<file path="config.mk">
export PLATFORM = sky130hd
export DESIGN_NAME = alu_stage
export DESIGN_NICKNAME = d
export VERILOG_FILES = /design/src/rtl/alu_stage_pkg.sv /design/src/rtl/alu_stage_alu.sv /design/src/rtl/alu_stage.sv
export SDC_FILE = /design/constraint.sdc
export NUM_CORES = 1
export LEC_CHECK = 0
export BUFFER_PORTS_ARGS = -buffer_cell sky130_fd_sc_hd__buf_4
export CAP_MARGIN = 30
export CORE_ASPECT_RATIO = 1.4
export CORE_MARGIN = 4
export CORE_UTILIZATION = 52
export CTS_BUF_LIST = sky130_fd_sc_hd__clkbuf_2 sky130_fd_sc_hd__clkbuf_4 sky130_fd_sc_hd__clkbuf_8
export DETAILED_ROUTE_END_ITERATION = 8
export PLACE_DENSITY_LB_ADDON = 0.15
export REMOVE_ABC_BUFFERS = 1
export SETUP_SLACK_MARGIN = 0.4
export SYNTH_ARGS = -nofsm -noshare
export SYNTH_HDL_FRONTEND = slang
export SYNTH_SLANG_ARGS = --single-unit
</file>
<file path="constraint.sdc">
create_clock -name clk -period 1.8 [get_ports clk]
set_input_delay 0.27 -clock clk [delete_from_list [all_inputs] [get_ports clk]]
set_output_delay 0.27 -clock clk [all_outputs]
set_load 0.005 [all_outputs]
</file>
<file path="src/rtl/alu_stage_pkg.sv">
// Shared ALU definitions: opcode enum and datapath defaults.
// Used by alu_stage and its combinational ALU.
package alu_stage_pkg;

  localparam int WORD_DEF = 8;
  localparam int TAGW_DEF = 2;

  typedef enum logic [2:0] {
    ALU_ADD = 3'b000,
    ALU_SUB = 3'b001,
    ALU_AND = 3'b010,
    ALU_OR  = 3'b011,
    ALU_SLT = 3'b100,
    ALU_NOT = 3'b101,
    ALU_RSV = 3'b110,
    ALU_NOP = 3'b111
  } alu_op_e;

  function automatic logic is_nop(
    input logic [2:0] op
  );
    return op == ALU_NOP;
  endfunction

endpackage

</file>
<file path="src/rtl/alu_stage_alu.sv">
// Combinational ALU; SLT and the reserved code yield zero.
// Add/sub wrap modulo 2^WORD with no carry out.
module alu_stage_alu
  import alu_stage_pkg::*;
#(
  parameter int WORD = WORD_DEF
) (
  input  logic [2:0]      op,
  input  logic [WORD-1:0] a,
  input  logic [WORD-1:0] b,
  output logic [WORD-1:0] y
);

  // Opcode decode to result
  always_comb begin
    y = '0;
    unique case (alu_op_e'(op))
      ALU_ADD: y = a + b;
      ALU_SUB: y = a - b;
      ALU_AND: y = a & b;
      ALU_OR:  y = a | b;
      ALU_SLT: y = '0;
      ALU_NOT: y = ~b;
      ALU_RSV: y = '0;
      ALU_NOP: y = a;
    endcase
  end

endmodule

</file>
<file path="src/rtl/alu_stage.sv">
// Execute stage: ALU plus two-entry output/skid buffer.
// ALU_STAGE_FWD_EN enables forwarding of the last result to A.
module alu_stage
  import alu_stage_pkg::*;
#(
  parameter int WORD = WORD_DEF,
  parameter int TAGW = TAGW_DEF
) (
  input  logic            clk,
  input  logic            rst_n,
  input  logic            in_valid,
  output logic            in_ready,
  input  logic [2:0]      in_op,
  input  logic [WORD-1:0] in_a,
  input  logic [WORD-1:0] in_b,
  input  logic [TAGW-1:0] in_rd,
  input  logic            in_fwd_a,
  output logic            out_valid,
  input  logic            out_ready,
  output logic [WORD-1:0] out_result,
  output logic            out_zero,
  output logic [TAGW-1:0] out_rd,
  output logic            flag_z
);

  localparam logic [1:0] S_EMPTY = 2'd0;
  localparam logic [1:0] S_ONE   = 2'd1;
  localparam logic [1:0] S_FULL  = 2'd2;

  logic [1:0]      state_q, state_d;
  logic            rdy_q, rdy_d;
  logic [WORD-1:0] res_q, res_d;
  logic            zero_q, zero_d;
  logic [TAGW-1:0] rd_q, rd_d;
  logic            nop_q, nop_d;
  logic [WORD-1:0] sk_res_q, sk_res_d;
  logic            sk_zero_q, sk_zero_d;
  logic [TAGW-1:0] sk_rd_q, sk_rd_d;
  logic            sk_nop_q, sk_nop_d;
  logic            flag_q, flag_d;

  logic [WORD-1:0] a_op;
  logic [WORD-1:0] alu_y;
  logic            new_zero;
  logic            new_nop;
  logic            acc;
  logic            drain;

`ifdef ALU_STAGE_FWD_EN
  logic [WORD-1:0] last_q, last_d;

  // Operand A mux: forwarded last result or register operand
  always_comb begin
    a_op = in_fwd_a ? last_q : in_a;
  end

  // Last-result register tracks every accepted result
  always_comb begin
    last_d = last_q;
    if (acc) last_d = alu_y;
  end

  // Last-result flop
  always_ff @(posedge clk or negedge rst_n) begin
    if (!rst_n) last_q <= '0;
    else        last_q <= last_d;
  end
`else
  logic unused_fwd;
  assign unused_fwd = in_fwd_a;

  // Operand A always from the register operand
  always_comb begin
    a_op = in_a;
  end
`endif

  alu_stage_alu #(
    .WORD (WORD)
  ) alu (
    .op (in_op),
    .a  (a_op),
    .b  (in_b),
    .y  (alu_y)
  );

  assign new_zero   = (alu_y == '0);
  assign new_nop    = is_nop(in_op);
  assign acc        = in_valid & rdy_q;
  assign drain      = (state_q != S_EMPTY) & out_ready;
  assign in_ready   = rdy_q;
  assign out_valid  = (state_q != S_EMPTY);
  assign out_result = res_q;
  assign out_zero   = zero_q;
  assign out_rd     = rd_q;
  assign flag_z     = flag_q;

  // Buffer FSM: output slot, skid slot and zero flag update
  always_comb begin
    state_d   = state_q;
    res_d     = res_q;
    zero_d    = zero_q;
    rd_d      = rd_q;
    nop_d     = nop_q;
    sk_res_d  = sk_res_q;
    sk_zero_d = sk_zero_q;
    sk_rd_d   = sk_rd_q;
    sk_nop_d  = sk_nop_q;
    flag_d    = flag_q;
    unique case (state_q)
      S_EMPTY: begin
        if (acc) begin
          res_d   = alu_y;
          zero_d  = new_zero;
          rd_d    = in_rd;
          nop_d   = new_nop;
          state_d = S_ONE;
        end
      end
      S_ONE: begin
        if (acc && drain) begin
          res_d  = alu_y;
          zero_d = new_zero;
          rd_d   = in_rd;
          nop_d  = new_nop;
        end else if (acc) begin
          sk_res_d  = alu_y;
          sk_zero_d = new_zero;
          sk_rd_d   = in_rd;
          sk_nop_d  = new_nop;
          state_d   = S_FULL;
        end else if (drain) begin
          state_d = S_EMPTY;
        end
      end
      S_FULL: begin
        if (drain) begin
          res_d   = sk_res_q;
          zero_d  = sk_zero_q;
          rd_d    = sk_rd_q;
          nop_d   = sk_nop_q;
          state_d = S_ONE;
        end
      end
      default: state_d = S_EMPTY;
    endcase
    if (drain && !nop_q) flag_d = zero_q;
    rdy_d = (state_d != S_FULL);
  end

  // State and data flops
  always_ff @(posedge clk or negedge rst_n) begin
    if (!rst_n) begin
      state_q   <= S_EMPTY;
      rdy_q     <= 1'b1;
      res_q     <= '0;
      zero_q    <= 1'b1;
      rd_q      <= '0;
      nop_q     <= 1'b0;
      sk_res_q  <= '0;
      sk_zero_q <= 1'b1;
      sk_rd_q   <= '0;
      sk_nop_q  <= 1'b0;
      flag_q    <= 1'b0;
    end else begin
      state_q   <= state_d;
      rdy_q     <= rdy_d;
      res_q     <= res_d;
      zero_q    <= zero_d;
      rd_q      <= rd_d;
      nop_q     <= nop_d;
      sk_res_q  <= sk_res_d;
      sk_zero_q <= sk_zero_d;
      sk_rd_q   <= sk_rd_d;
      sk_nop_q  <= sk_nop_d;
      flag_q    <= flag_d;
    end
  end

endmodule

</file>
* Word-level counts from Yosys, hierarchy flattened
Cells that the tools add are included.
** Word-level totals
- Bits in registers :: 28
- Input bits :: 26
- Output and inout port bits :: 14
- Word-level logic and storage cells :: 66
** Cells by class
- Add/subtract/negate cells :: 2
- Equal/unequal tests :: 13
- Multiplexer cells :: 23
- Bitwise logic cells :: 6
- Reductions and logical operators :: 11
** Operator list (count)
- $pmux W8 S7 :: 1
- $mux W8 :: 3
- $pmux W8 S3 :: 1
- $mux W2 :: 8
- $eq A3 B3 Y1 const B :: 4
- $pmux W2 S3 :: 2
- $add A8 B8 Y8 :: 1
- $and A8 B8 Y8 :: 1
- $logic_not A8 Y1 :: 1
- $ne A2 B2 Y1 const B :: 4
- $not A8 Y8 :: 1
- $or A8 B8 Y8 :: 1
- $sub A8 B8 Y8 :: 1
- $eq A3 B2 Y1 const B :: 2
- $mux W1 :: 6
- $pmux W1 S3 :: 2
- $reduce_and A4 Y1 :: 1
- $eq A3 B1 Y1 const B :: 1
- $logic_not A3 Y1 :: 1
- $reduce_and A3 Y1 :: 1
- $reduce_bool A3 Y1 :: 1
- $and A1 B1 Y1 :: 2
- $eq A2 B1 Y1 const B :: 1
- $eq A2 B2 Y1 const B :: 1
- other kinds (6) :: 7

* Longest topological paths before layout
- Depth after elaboration :: 7
- Depth in mapped cells :: 11
- Gate-level depth less buffers :: 11

* Cells and area by module
Synthesis repeated with hierarchy kept, for this count alone.
** Second synthesis, totals
- Cells, all modules :: 206
- Area, all modules :: 2185.8 um^2
** By module, submodules not included
- alu_stage :: instances 1, cells an instance 92, area an instance 1387.6 um^2, sequential area each 704.4 um^2
- alu_stage_alu :: instances 1, cells an instance 114, area an instance 798.3 um^2, sequential area each 0.0 um^2

* Least setup slack after synthesis
OpenSTA, ideal clock, no wires.
- Path type :: input to register
- From :: input in_op[2]
- To :: register zero_q, in the netlist out_zero
- Library setup time :: 0.086 ns
- Arrival :: 2.534 ns
- Required time :: 1.714 ns
- Setup slack :: -0.820 ns
- Stages :: 10
- Path buffers :: 1
- Cell sequence :: buf_6 > nor3b_4 > mux2i_1 > fa_1 > nor2b_1 > a311oi_2 > o221ai_1 > nor4b_2 > nand4b_1 > o31ai_2
** On the way
- Cells in the longest elaborated chain, start to end :: 6
- Elaborated cells between the ends (all ways) :: 14
- Those cells by class :: 7 x eq/ne; 4 x mux; 3 x reduce/logical
** RTL lines
- from (decl) :: RTL line alu_stage.sv:13 : input logic [2:0] in_op,
- $eq A3 B3 Y1 :: RTL line alu_stage_alu.sv:17 : unique case (alu_op_e'(op))
- $reduce_or A2 Y1 (no source line)
- $pmux W8 S7 (*) :: RTL line alu_stage_alu.sv:17
- $logic_not A8 Y1 (*) :: RTL line alu_stage.sv:87 : assign new_zero = (alu_y == '0);
- $mux W1 (on tied branches) :: RTL line alu_stage.sv:121, alu_stage.sv:112
- $pmux W1 S3 (*) :: RTL line alu_stage.sv:110 : unique case (state_q)
- to (signal assigned) :: RTL line alu_stage.sv:169 : zero_q <= zero_d;
- to (decl) :: RTL line alu_stage.sv:33 : logic zero_q, zero_d;
Every way passes the cells marked *; elsewhere a longest branch is shown, timed or not. The select of a mux whose other input is x is not followed.
A chain may end at the register's enable or synchronous reset.

* Final worst setup path
- From :: input in_op[1]
- To :: register res_q[5], in the netlist out_result[5]
** On the way
- Cells in the longest elaborated chain, start to end :: 5
- Elaborated cells between the ends (all ways) :: 13
- Those cells by class :: 7 x eq/ne; 4 x mux; 2 x reduce/logical
** RTL lines
- $eq A3 B3 Y1 :: RTL line alu_stage_alu.sv:17
- $reduce_or A2 Y1 (no source line)
- $pmux W8 S7 (*) :: RTL line alu_stage_alu.sv:17
- $mux W8 (on tied branches) :: RTL line alu_stage.sv:121, alu_stage.sv:112
- $pmux W8 S3 (*) :: RTL line alu_stage.sv:110
- to (signal assigned) :: RTL line alu_stage.sv:168 : res_q <= res_d;
- to (decl) :: RTL line alu_stage.sv:32 : logic [WORD-1:0] res_q, res_d;
Marked as above.

==> reports/qor.txt <==
antenna-violating nets left - 0
Synth cell types - 54
asr flop ratio synth - 1.00
final worst slack - -0.583 ns
Synth Area in Compound Gates - 0.194
wirelength, routed - 5710 µm
initial core utilization - 0.537
WL per Instance - 15.0 µm
port bufs - 38
TritonRoute pass-1 iters - 4
Yosys reg bits - 28
layout cells sized above 1 - 0.442
Ports - 40
Final Util - 0.797
RSZ-0062 raised after global routing - yes
row count - 27
layout net count - 375
CTS Buf Count - 3
vias - 2118
met2 wire len - 3190 µm
Die Area - 5140 µm²
Adder-Cell Fraction of Synth Area - 0.0845
first-pass GRT wire length - 9180 µm
proportion of synthesized area in mux cells - 0.0500
Worst setup SP type - input port
worst-margin pin slew - 0.353 ns
fin. max-slew vios - 0
largest family of logic cells by synthesized area - simple AND/OR/NAND/NOR gates
Max H-tree Level - 1
xor/xnor share of the synthesized area - 0.0416
Area Growth Syn to Fin - 48.4%
Main synth FF type - dfrtp_1
largest net degree at the start of global routing - 29
Period minus WS final - 2.38 ns
Setup TNS - -6.58 ns
Layout fillers - 270
Die Y - 83.3 µm
Worst Skew - 0.00484 ns
WP data required - 1.97 ns
CP arrival - 2.55 ns
Max Cap Viol - 0
slowest cell delay on critical path - 0.39 ns
vias in the first global route - 2148
total power - 0.00321 W
Hold Fails Final Rpt - 0
clk slew on worst S/H paths - 0.09 ns
critical-path maximum fanout - 6
Yosys top cell by area - dfrtp_1
CP endpoint kind - flip-flop
Syn. warnings - 0
DPL Wire Length - 3920 µm
static leakage - 1.47 nW
CTS Root Cell - clkbuf_8
Die Width - 61.8 µm
routability cong. - 0.816
DRC - 0
Total GRT Usage - 0.227
CP max stage cell - ha_2
Achievable Freq - 420 MHz
Clock Latency Late Sink - 0.27 ns
vias per cell - 5.57
Metal-1 WL - 2220 µm
top-count cell post-synth - nand2_1
clock sink count - 28
Max-slew headroom - 0.765
uppermost layer routed - met4
outcome - finished, violations left
Post-synth top cells - 45 x nand2_1, 25 x dfrtp_1, 25 x nor2_1
diodes inserted - 0
Synth top area share - 0.297
period utilization - 1.32
Synth area leaders - dfrtp_1 30%, nand2_1 8.0%, ha_1 5.9%
DR iter-0 viols - 77
Final setup viols - 16
crit path cell chain - buf_8 > nor3b_4 > buf_4 > nor2_1 > xnor2_1 > ha_2 > o211a_1 > o31a_1 > mux2i_1 > and3_4 > a21oi_1 > mux2_2
number of synthesized flops with an enable pin - 0
HP Class - input port to flip-flop
failing checks - negative setup slack
post-synthesis simple-gate area fraction - 0.237
Max clock buf depth - 2
Max IR drop VDD - 1.06 mV
core box area - 3920 µm²
metal3 WL - 180 µm
share of the yosys chip area belonging to registers - 0.335
antenna violations before repair - 0
CTS tree - done
Setup CP Type - input port to flip-flop
P per Cell Area - 1030 nW/µm²
cell count after synthesis - 248
remaining global-route overflow - 0
Cell Area, Synth - 2100 µm²
Synth Area per Inst - 8.48 µm²
-- worst max-delay path: cells and delay by family --
family / cells / cell delay, ns
AND/OR/NAND/NOR: 3 / 0.54
multiplexers: 2 / 0.51
AO/OA/AOI/OAI: 3 / 0.44
adder cells (fa/ha/maj): 1 / 0.39
buffers and inverters: 2 / 0.29
XOR/XNOR: 1 / 0.13
-- state kept, by name (all words and copies together) (netlist names) --
register    count
flag_z          1
in_ready        1
nop_q           1
out_rd          2
out_result      8
out_zero        1
sk_nop_q        1
sk_rd_q         2
sk_res_q        8
sk_zero_q       1
state_q         2
-- report_power, final --
part	switching [W]	internal, W	total, W
sequential	0.000190	0.000924	0.00111
clock	0.000192	0.000196	0.000388
combinational	0.000756	0.000953	0.00171
total	0.00114	0.00207	0.00321
-- area by class of cell --
cell class | count | area, µm² | share of cell area
clock buffers | 4 | 55.1 | 0.0176
inverters | 9 | 33.8 | 0.0108
multi-input cells | 198 | 1460 | 0.466
flip-flops and latches | 28 | 706 | 0.226
well taps | 43 | 53.8 | 0.0172
repair buffers | 98 | 818 | 0.262
-- metal layers --
| layer | track usage | vias up |
|---|---|---|
| li1 | - | 1041 |
| met1 | 0.257 | 1007 |
| met2 | 0.416 | 58 |
| met3 | 0.0124 | 12 |
| met4 | 0.0907 | 0 |
| met5 | 0 | - |
-- cell usage in the layout (no fill, tap or decap), drive strengths merged, types with 5 or more instances in the layout --
cell type  synthesis  final
buf               11     96
or2                5      5
a21oi             15     15
nor2b              6      6
o21ai             15     15
nand2             45     45
inv                9      9
dfrtp             25     25
nor2              25     25
xnor2              9      9
a31oi              8      8
mux2i              6      6
nand2b             5      5
ha                10     10
o31ai              5      5
-- cells by family (layout without fill, tap and decap cells) --
family                   count (synthesis)  count (layout)
adder cells (fa/ha/maj)                 14              14
XOR/XNOR                                10              10
AO/OA/AOI/OAI                           62              62
multiplexers                            10              10
AND/OR/NAND/NOR                        102             102
flip-flops                              28              28
buffers and inverters                   22             111
-- per-stage QoR --
step	cells	worst slack (ns)	hold slack, ns	area, µm²
floorplan	235	-0.694	-0.0256	2010
global placement	360	-0.889	0.207	2680
detailed placement	360	-0.956	0.206	2680
CTS	376	-0.556	0.192	3000
global route	380	-0.749	0.191	3120
finish	380	-0.583	0.196	3120
-- timing repair --
item / in CTS / in global routing
hold endpoints to repair: 25 / 0
endpoints found under the setup margin: 25 / 26
buffers inserted: 10 / 4
pin swaps: 11 / 9
gates cloned: 1 / 0
gates resized for setup: 42 / 21
hold buffers: 1 / 0
-- final timing paths --
path                       startpoint             to  slack (ns)  depth (start not counted)
max                          in_op[1]  out_result[5]       -0.58                         12
min                          in_rd[0]     sk_rd_q[0]        0.20                          3
min reg2reg                 sk_zero_q      sk_zero_q        0.48                          2
max in group asynchronous       rst_n       in_ready        1.06                          2
min in group asynchronous       rst_n     state_q[0]        0.44                          2
max reg2reg                  in_ready  out_result[5]        0.16                          5
Power figures use the tool's default switching activity.
